`config.mk`:
```
export PLATFORM = sky130hd
export DESIGN_NAME = axi4_lite_cmd_master
export DESIGN_NICKNAME = d
export VERILOG_FILES = /design/src/rtl/axi4_lite_cmd_master.sv
export SDC_FILE = /design/constraint.sdc
export NUM_CORES = 1
export LEC_CHECK = 0
export ABC_AREA = 1
export CELL_PAD_IN_SITES_DETAIL_PLACEMENT = 1
export CELL_PAD_IN_SITES_GLOBAL_PLACEMENT = 2
export CORE_ASPECT_RATIO = 1.2
export CORE_MARGIN = 4
export CORE_UTILIZATION = 19
export DETAILED_ROUTE_END_ITERATION = 10
export PLACE_DENSITY_LB_ADDON = 0.1
export RECOVER_POWER = 100
export SYNTH_ARGS = -nofsm -noshare
export SYNTH_HDL_FRONTEND = slang
export SYNTH_SLANG_ARGS = --single-unit
export TNS_END_PERCENT = 10
```
`constraint.sdc`:
```
create_clock -name clk -period 1.8 [get_ports clk]
set_clock_uncertainty 0.15 [all_clocks]
set_input_delay 0.36 -clock clk [delete_from_list [all_inputs] [get_ports clk]]
set_output_delay 0.36 -clock clk [all_outputs]
set_load 0.01 [all_outputs]
```
`src/rtl/axi4_lite_cmd_master.sv`:
```
// AXI4-Lite master that turns one command word into exactly one read or write
// transaction and returns one response pulse, with a per-transaction timeout.
module axi4_lite_cmd_master #(
  parameter int G_ADDR_WIDTH = 32,
  parameter int G_DATA_WIDTH = 32,
  parameter int G_TIMEOUT    = 1024
) (
  input  logic                      clk,
  input  logic                      rst,
  input  logic                      cmd_valid,
  output logic                      cmd_ready,
  input  logic                      cmd_rnw,
  input  logic [G_ADDR_WIDTH-1:0]   cmd_addr,
  input  logic [G_DATA_WIDTH-1:0]   cmd_wdata,
  input  logic [G_DATA_WIDTH/8-1:0] cmd_wstrb,
  output logic                      rsp_valid,
  output logic [G_DATA_WIDTH-1:0]   rsp_rdata,
  output logic [1:0]                rsp_resp,
  output logic                      rsp_timeout,
  output logic [G_ADDR_WIDTH-1:0]   m_awaddr,
  output logic [2:0]                m_awprot,
  output logic                      m_awvalid,
  input  logic                      m_awready,
  output logic [G_DATA_WIDTH-1:0]   m_wdata,
  output logic [G_DATA_WIDTH/8-1:0] m_wstrb,
  output logic                      m_wvalid,
  input  logic                      m_wready,
  input  logic [1:0]                m_bresp,
  input  logic                      m_bvalid,
  output logic                      m_bready,
  output logic [G_ADDR_WIDTH-1:0]   m_araddr,
  output logic [2:0]                m_arprot,
  output logic                      m_arvalid,
  input  logic                      m_arready,
  input  logic [G_DATA_WIDTH-1:0]   m_rdata,
  input  logic [1:0]                m_rresp,
  input  logic                      m_rvalid,
  output logic                      m_rready,
  output logic [2:0]                dbg_state
);

  localparam int CW = $clog2(G_TIMEOUT);
  localparam int SW = G_DATA_WIDTH / 8;
  localparam logic [CW-1:0] CNT_MAX = CW'(G_TIMEOUT - 1);

  typedef enum logic [2:0] {
    S_IDLE    = 3'd0,
    S_WR_REQ  = 3'd1,
    S_WR_RESP = 3'd2,
    S_RD_REQ  = 3'd3,
    S_RD_RESP = 3'd4,
    S_DONE    = 3'd5
  } state_t;

  // Handshake rule on every channel: a transfer happens on a rising edge where
  // valid & ready are both 1; a valid, once raised, holds until that transfer
  // (except on timeout abort), and ready may be raised at any time.
  state_t                    state_q, state_d;
  logic [CW-1:0]             cnt_q, cnt_d;
  logic [G_ADDR_WIDTH-1:0]   addr_q, addr_d;
  logic [G_DATA_WIDTH-1:0]   wdata_q, wdata_d;
  logic [SW-1:0]             wstrb_q, wstrb_d;
  logic                      awvalid_q, awvalid_d;
  logic                      wvalid_q, wvalid_d;
  logic                      arvalid_q, arvalid_d;
  logic                      aw_done_q, aw_done_d;
  logic                      w_done_q, w_done_d;
  logic [G_DATA_WIDTH-1:0]   rdata_q, rdata_d;
  logic [1:0]                resp_q, resp_d;
  logic                      tout_q, tout_d;

  logic aw_hs, w_hs, ar_hs, busy, complete, abort;

  always_comb begin
    state_d   = state_q;
    cnt_d     = cnt_q;
    addr_d    = addr_q;
    wdata_d   = wdata_q;
    wstrb_d   = wstrb_q;
    awvalid_d = awvalid_q;
    wvalid_d  = wvalid_q;
    arvalid_d = arvalid_q;
    aw_done_d = aw_done_q;
    w_done_d  = w_done_q;
    rdata_d   = rdata_q;
    resp_d    = resp_q;
    tout_d    = tout_q;

    aw_hs    = awvalid_q & m_awready;
    w_hs     = wvalid_q & m_wready;
    ar_hs    = arvalid_q & m_arready;
    busy     = (state_q != S_IDLE) && (state_q != S_DONE);
    complete = ((state_q == S_WR_RESP) && m_bvalid) ||
               ((state_q == S_RD_RESP) && m_rvalid);
    // Only the final response beat beats the timeout; address progress does not.
    abort    = busy && (cnt_q == CNT_MAX) && !complete;

    if (busy && (cnt_q != CNT_MAX)) begin
      cnt_d = cnt_q + 1'b1;
    end

    case (state_q)
      S_IDLE: begin
        if (cmd_valid) begin
          addr_d  = cmd_addr;
          wdata_d = cmd_wdata;
          wstrb_d = cmd_wstrb;
          cnt_d   = '0;
          if (cmd_rnw) begin
            arvalid_d = 1'b1;
            state_d   = S_RD_REQ;
          end else begin
            awvalid_d = 1'b1;
            wvalid_d  = 1'b1;
            aw_done_d = 1'b0;
            w_done_d  = 1'b0;
            state_d   = S_WR_REQ;
          end
        end
      end
      S_WR_REQ: begin
        if (aw_hs) begin
          awvalid_d = 1'b0;
          aw_done_d = 1'b1;
        end
        if (w_hs) begin
          wvalid_d = 1'b0;
          w_done_d = 1'b1;
        end
        if ((aw_done_q || aw_hs) && (w_done_q || w_hs)) begin
          state_d = S_WR_RESP;
        end
      end
      S_WR_RESP: begin
        if (m_bvalid) begin
          rdata_d = '0;
          resp_d  = m_bresp;
          tout_d  = 1'b0;
          state_d = S_DONE;
        end
      end
      S_RD_REQ: begin
        if (ar_hs) begin
          arvalid_d = 1'b0;
          state_d   = S_RD_RESP;
        end
      end
      S_RD_RESP: begin
        if (m_rvalid) begin
          rdata_d = m_rdata;
          resp_d  = m_rresp;
          tout_d  = 1'b0;
          state_d = S_DONE;
        end
      end
      S_DONE: begin
        state_d = S_IDLE;
      end
      default: begin
        state_d = S_IDLE;
      end
    endcase

    // The slave is presumed hung: withdraw every request and report SLVERR.
    if (abort) begin
      awvalid_d = 1'b0;
      wvalid_d  = 1'b0;
      arvalid_d = 1'b0;
      rdata_d   = '0;
      resp_d    = 2'b10;
      tout_d    = 1'b1;
      state_d   = S_DONE;
    end
  end

  always_ff @(posedge clk) begin
    if (rst) begin
      state_q   <= S_IDLE;
      cnt_q     <= '0;
      addr_q    <= '0;
      wdata_q   <= '0;
      wstrb_q   <= '0;
      awvalid_q <= 1'b0;
      wvalid_q  <= 1'b0;
      arvalid_q <= 1'b0;
      aw_done_q <= 1'b0;
      w_done_q  <= 1'b0;
      rdata_q   <= '0;
      resp_q    <= '0;
      tout_q    <= 1'b0;
    end else begin
      state_q   <= state_d;
      cnt_q     <= cnt_d;
      addr_q    <= addr_d;
      wdata_q   <= wdata_d;
      wstrb_q   <= wstrb_d;
      awvalid_q <= awvalid_d;
      wvalid_q  <= wvalid_d;
      arvalid_q <= arvalid_d;
      aw_done_q <= aw_done_d;
      w_done_q  <= w_done_d;
      rdata_q   <= rdata_d;
      resp_q    <= resp_d;
      tout_q    <= tout_d;
    end
  end

  assign cmd_ready   = (state_q == S_IDLE) && !rst;
  assign rsp_valid   = (state_q == S_DONE);
  assign rsp_rdata   = rdata_q;
  assign rsp_resp    = resp_q;
  assign rsp_timeout = tout_q;
  assign m_awaddr    = addr_q;
  assign m_awprot    = 3'b000;
  assign m_awvalid   = awvalid_q;
  assign m_wdata     = wdata_q;
  assign m_wstrb     = wstrb_q;
  assign m_wvalid    = wvalid_q;
  assign m_bready    = (state_q == S_WR_RESP);
  assign m_araddr    = addr_q;
  assign m_arprot    = 3'b000;
  assign m_arvalid   = arvalid_q;
  assign m_rready    = (state_q == S_RD_RESP);
  assign dbg_state   = state_q;

endmodule
```
=== After elaboration in Yosys (flattened, before gate mapping) ===
Cells that the tools add are included.

* Muxes and demuxes: 38
* Bitwise operators: 3
* Add/sub/neg operators: 1
* Eq/ne operators: 22
* Reductions and logical operators: 28

{| class="wikitable"
|+ Operators by type and width
! operator !! count
|-
| two-way mux 32 bit || 2
|-
| case mux 32 bit (2 select lines) || 1
|-
| two-way mux 10 bit || 3
|-
| two-way mux 3 bit || 6
|-
| != test 2 bit, second input constant || 9
|-
| case mux 3 bit (5 select lines) || 1
|-
| two-way mux 1 bit || 14
|-
| != test 3 bit, second input constant || 4
|-
| case mux 1 bit (2 select lines) || 6
|-
| AND reduction 4 bit || 3
|-
| adder 10 x 1 -> 10 bit, second input constant || 1
|-
| == test 10 bit, second input constant || 1
|-
| != test 10 bit, second input constant || 1
|-
| AND reduction 5 bit || 2
|-
| logical AND 1 bit || 8
|-
| two-way mux 2 bit || 4
|-
| == test 3 x 2 -> 1 bit, second input constant || 2
|-
| == test 3 bit, second input constant || 2
|-
| != test 3 x 2 -> 1 bit, second input constant || 2
|-
| AND reduction 3 bit || 2
|-
| nonzero test 2 bit || 3
|-
| nonzero test 3 bit || 2
|-
| case mux 2 bit (2 select lines) || 1
|-
| bitwise AND 1 bit || 3
|-
| other kinds (6) || 9
|}

* Register bits after elaboration: 121
* Word-level logic and storage cells: 107
* Input port bits: 113
* Output and inout bits: 151

=== Longest topological paths before layout ===
* Word-level depth: 7
* Mapped depth: 11
* Gate-level depth less buffers: 10

=== Least setup slack after synthesis ===
OpenSTA, ideal clock, no wires.

* Kind: register -> register
* Start point: reg cnt_q[0]
* End point: reg arvalid_q, in the netlist m_arvalid
* Slack: 109 ps
* Arrival: 1,424 ps
* Buffers on the path: 1
* Library setup time: 117 ps
* Clock period less this slack: 1,691 ps
* Data required time: 1,533 ps
* Stages on the path, launching flop included: 10
* Cells stage by stage: dfxtp_1 -> ha_1 -> inv_1 -> nor2_2 -> nand3_2 -> nor2_4 -> nand2_4 -> nand2_8 -> buf_6 -> nor2_2

* Cells in the longest elaborated chain, start to end: 4

{| class="wikitable"
|+ Ends and longest elaborated chain
! what !! line !! RTL
|-
| from (decl) || 59 || <nowiki>logic [CW-1:0] cnt_q, cnt_d;</nowiki>
|-
| from (signal assigned) || 193 || <nowiki>cnt_q <= cnt_d;</nowiki>
|-
| == test 10 bit || 96 || <nowiki>abort = busy && (cnt_q == CNT_MAX) && !complete;</nowiki>
|-
| logical AND 1 bit (2 in series) || 96 ||
|-
| OR reduction 2 bit (no line) || - ||
|-
| to (signal assigned) || 199 || <nowiki>arvalid_q <= arvalid_d;</nowiki>
|-
| to (decl) || 65 || <nowiki>logic arvalid_q, arvalid_d;</nowiki>
|}

No other way between the ends.
A chain may end at the register's enable or synchronous reset.

=== Worst setup path after layout ===
* Start point: reg state_q[1], in the netlist dbg_state[1]
* End point: out rsp_valid

* Cells in the longest elaborated chain, start to end: 1

{| class="wikitable"
|+ Ends and longest elaborated chain
! what !! line !! RTL
|-
| from (decl) || 58 || <nowiki>state_t state_q, state_d;</nowiki>
|-
| from (signal assigned) || 192 || <nowiki>state_q <= state_d;</nowiki>
|-
| == test 3 bit || 209 || <nowiki>assign rsp_valid = (state_q == S_DONE);</nowiki>
|-
| to (decl) || 16 || <nowiki>output logic rsp_valid,</nowiki>
|}

No other way between the ends.

==> flow_summary_export.csv <==
group,metric,value,unit
run_status,status,"finished clean",
setup_path,r2r-end,"rsp_resp[0]",
final_layout,seqCellArea,0.00244,mm2
synthesis,synthSimpleGateAreaFrac,0.277,
power,swShare,0.363,
cts,numClockSinks,121,
final_layout,nFillCells,3219,
grt,grt_pass1_vias,5910,
cts,cts_hold_buffers,0,
setup_path,crit_path_end_kind,"primary output",
route,routed_via_density,4.32,
route,firstDrtPassIters,4,
placement,gp_congestion,0.764,
setup_path,worst-setup-path-type,"reg -> out",
sta,finalCritPeriodShare,0.974,
placement,pre_cts_slack,-0.133,ns
power,p_per_area,1360,mW/mm2
die,die_x,160,um
cts,worstSkewPairLatency,0.41,ns
final_layout,n_antenna_cell,0,
power,power_frac_seq,0.298,
sta,timing.hold.ws,0.253,ns
final_layout,final_nets,1037,
grt,met3_usage,0.0484,
route,drt_iter0_drc,192,
synthesis,synth_compound_area_frac,0.136,
power,clkPwrFrac,0.323,
sta,max_freq,571,MHz
power,leakage,3.81,nW
cts,cts_tree,"built",
setup_path,worst-path-max-fanout,5,
sta,period_needed,1.75,ns
setup_path,reg2reg_from,"dbg_state[1]",
synthesis,synth-xor-area-share,0.00166,
synthesis,syn_area_per_cell,7.77,um2
power,switching_power,4.31,mW
setup_path,worstPathArrival,1.24,ns
final_layout,drive_gt1_frac,0.157,
grt,met2_usage,0.244,
route,antenna_left,0,
die,dieArea,0.0305,mm2
setup_path,r2r_cells,10,
die,initial_core_util,0.193,
grt,grt_max_degree,51,
cts,cts_root_buf,"clkbuf_16",
synthesis,synth_edf_count,0,
die,fp.dieH,190,um
final_layout,multi_input_area,0.00226,mm2
grt,antenna_found_initial,1,
synthesis,yosysWarnings,0,
grt,busiest_layer,"met2",
sta,rsz0062_at_grt,"yes",
cts,cts_inserted_buffers,17,
setup_path,startpoint,"dbg_state[1]",
synthesis,yosys.cell_types.count,31,
cts,clk_pin_slew,0.06,ns
route,post_drt_wl_per_cell,16.9,um
cts,clock_tree.buffer_depth,2,
final_layout,syn_to_final_growth,65.1,%
grt,grt_pass1_wl,33.6,mm
setup_path,crit_end,"rsp_valid",
setup_path,crit_cells,5,
synthesis,ys_seq_area_frac,0.460,
die,core_area,0.0273,mm2
setup_path,slowest_stage,"dfxtp_4",
sta,setup_ws,0.0476,ns
worst_hold_path,min_path_type,"in -> reg",
sta,timing_hold_violations_final,0,
placement,hpwl,16.2,mm
setup_path,slowest_delay,0.38,ns
run,maxCapViolations,0,
setup_path,critPathMostFrequentCell,"buf_6",
grt,overflow,0,
die,rows,66,
power,combPwrFrac,0.379,
route,drc,0,
sta,drv_slew,0,
setup_path,r2r_setup_slack,0.11,ns
setup_path,path_cells,"buf_6 -> inv_4 -> nand2_4 -> nor2_4 -> buf_6",
synthesis,synth.mux.area_fraction,0,
placement,numPortBuffers,257,
synthesis,ys_ff_latch,121,
route,vias,5509,
synthesis,synth_flop_cell,"dfxtp_1",
power,p_int,7.55,mW
power,peakVddDrop,0.553,mV
grt,grtUsageTotal,0.139,
sta,worst_pin_slew,0.565,ns
setup_path,crit_family,"flip-flops",
synthesis,synth_fa_ha_area_frac,0.00238,
route,drt-total-wl,21.6,mm
sta,setup-violations-final,0,
synthesis,synth_async_sr_flop_share,0,
synthesis,synth_top_family_by_area,"simple AND/OR/NAND/NOR gates",
grt,use_met1,0.160,
die,io-pin-count,264,
setup_path,cp.required,1.29,ns
setup_path,crit_path_start_kind,"flip-flop",
cts,cts-htree-levels,4,
setup_path,crit_buf_inv,3,
synthesis,syn_area,0.00527,mm2
sta,relSlewSlack,0.623,
synthesis,syn_inst,678,
-- timing repair --
action                                  CTS  global route
gates resized for setup                 164            18
pin swaps                                 0             7
setup buffers                             1             1
endpoints found under the setup margin  146            44
-- sequential cells by signal (all words and copies together), names as in the netlist --
name,count
m_awvalid,1
cnt_q,10
m_araddr,32
rsp_timeout,1
dbg_state,3
m_wvalid,1
w_done_q,1
m_wstrb,4
m_wdata,32
rsp_resp,2
aw_done_q,1
rsp_rdata,32
m_arvalid,1
-- synth_stat cells (5+ instances only) --
| library cell | count | area [um2] |
|---|---|---|
| a21oi_1 | 80 | 400 |
| a21oi_2 | 29 | 254 |
| buf_2 | 18 | 90.1 |
| buf_4 | 41 | 308 |
| buf_6 | 6 | 67.6 |
| clkbuf_1 | 16 | 60.1 |
| dfxtp_1 | 121 | 2420 |
| inv_1 | 20 | 75.1 |
| inv_2 | 6 | 22.5 |
| nand2_1 | 157 | 589 |
| nand3_1 | 114 | 571 |
| nand4_1 | 7 | 43.8 |
| nor2_1 | 27 | 101 |
| o21ai_0 | 5 | 25.0 |
-- cells by family (layout without fill, tap and decap cells) --
family                     count (synthesis)  count (layout)
and+or+nand+nor                          323             323
DFF                                      121             121
AOI/OAI and AO/OA                        120             120
buffers and inverters                    111             363
adders and majority gates                  1               1
other                                      1               6
xor gates and xnor gates                   1               1
-- final cells by class --
| cell class | count | share of cell area |
|---|---|---|
| Sequential cell | 121 | 0.280 |
| Multi-Input combinational cell | 451 | 0.260 |
| Clock buffer | 18 | 0.0493 |
| Clock inverter | 13 | 0.0252 |
| Tap cell | 340 | 0.0489 |
| Timing Repair Buffer | 304 | 0.324 |
| Inverter | 28 | 0.0127 |
-- metrics by stage --
| step | cells | cell area, um2 | setup TNS (ns) | total power, mW | util |
|---|---|---|---|---|---|
| 2_1_floorplan | 683 | 5290 | 0 | 6.05 | - |
| 3_3_place_gp | 1242 | 8170 | -1.34 | 8.39 | 0.300 |
| 3_5_place_dp | 1242 | 8170 | -3.13 | 8.50 | 0.300 |
| 4_1_cts | 1274 | 8650 | -0.132 | 12.0 | 0.317 |
| 5_1_grt | 1275 | 8700 | -0.0623 | 12.7 | 0.319 |
| 6_report | 1275 | 8700 | 0 | 11.9 | 0.319 |
-- worst reg2reg max path, cell delays in order, from the launching register on --
cell and delay, ns:
dfxtp_4 0.38, buf_6 0.13, inv_4 0.05, nand2_4 0.06, buf_4 0.13, o21ai_2 0.16, nor2_4 0.06, nand2_4 0.11
nand2_8 0.09, buf_12 0.17, a21oi_1 0.12
-- how the worst min path moves through the flow --
| stage | from | cells past startpoint | to | slack, ns |
|---|---|---|---|---|
| CTS | cmd_valid | 4 | m_wdata[29] | 0.26 |
| finish | cmd_valid | 4 | m_wdata[29] | 0.25 |
| global placement | m_wdata[21] | 2 | m_wdata[21] | 0.30 |
| detailed placement | m_wdata[2] | 2 | m_wdata[2] | 0.30 |
| floorplan | aw_done_q | 2 | aw_done_q | 0.31 |
| global route | cmd_valid | 4 | m_wdata[28] | 0.27 |
-- layout by cell type (no fill, tap or decap), types with 5 or more instances in the layout --
cell type and count:
a21oi_1 80, a21oi_2 29, buf_12 6, buf_4 39, buf_6 5, bufinv_16 5
clkbuf_16 17, clkdlybuf4s50_1 110, clkinv_4 5, conb_1 6, dfxtp_1 116, dlygate4sd2_1 141
inv_1 18, inv_2 8, nand2_1 156, nand3_1 114, nand4_1 7, nor2_1 24
nor2_2 5, o21ai_0 5
-- metal layers --
layer  wire length, um  vias up
met1              8900     2624
li1                  -     2689
met5                13        -
met2             10800      177
met3              1530       17
met4               284        2
-- power groups by stage --
stage | clock (mW) | sequential [mW] | combinational, mW
5_1_grt | 4.08 | 3.61 | 5.00
3_3_place_gp | 0 | 3.55 | 4.84
3_5_place_dp | 0 | 3.58 | 4.92
2_1_floorplan | 0 | 3.69 | 2.36
6_report | 3.83 | 3.53 | 4.50
4_1_cts | 3.96 | 3.52 | 4.55
Note: power is estimated with default switching activity, not from simulation.
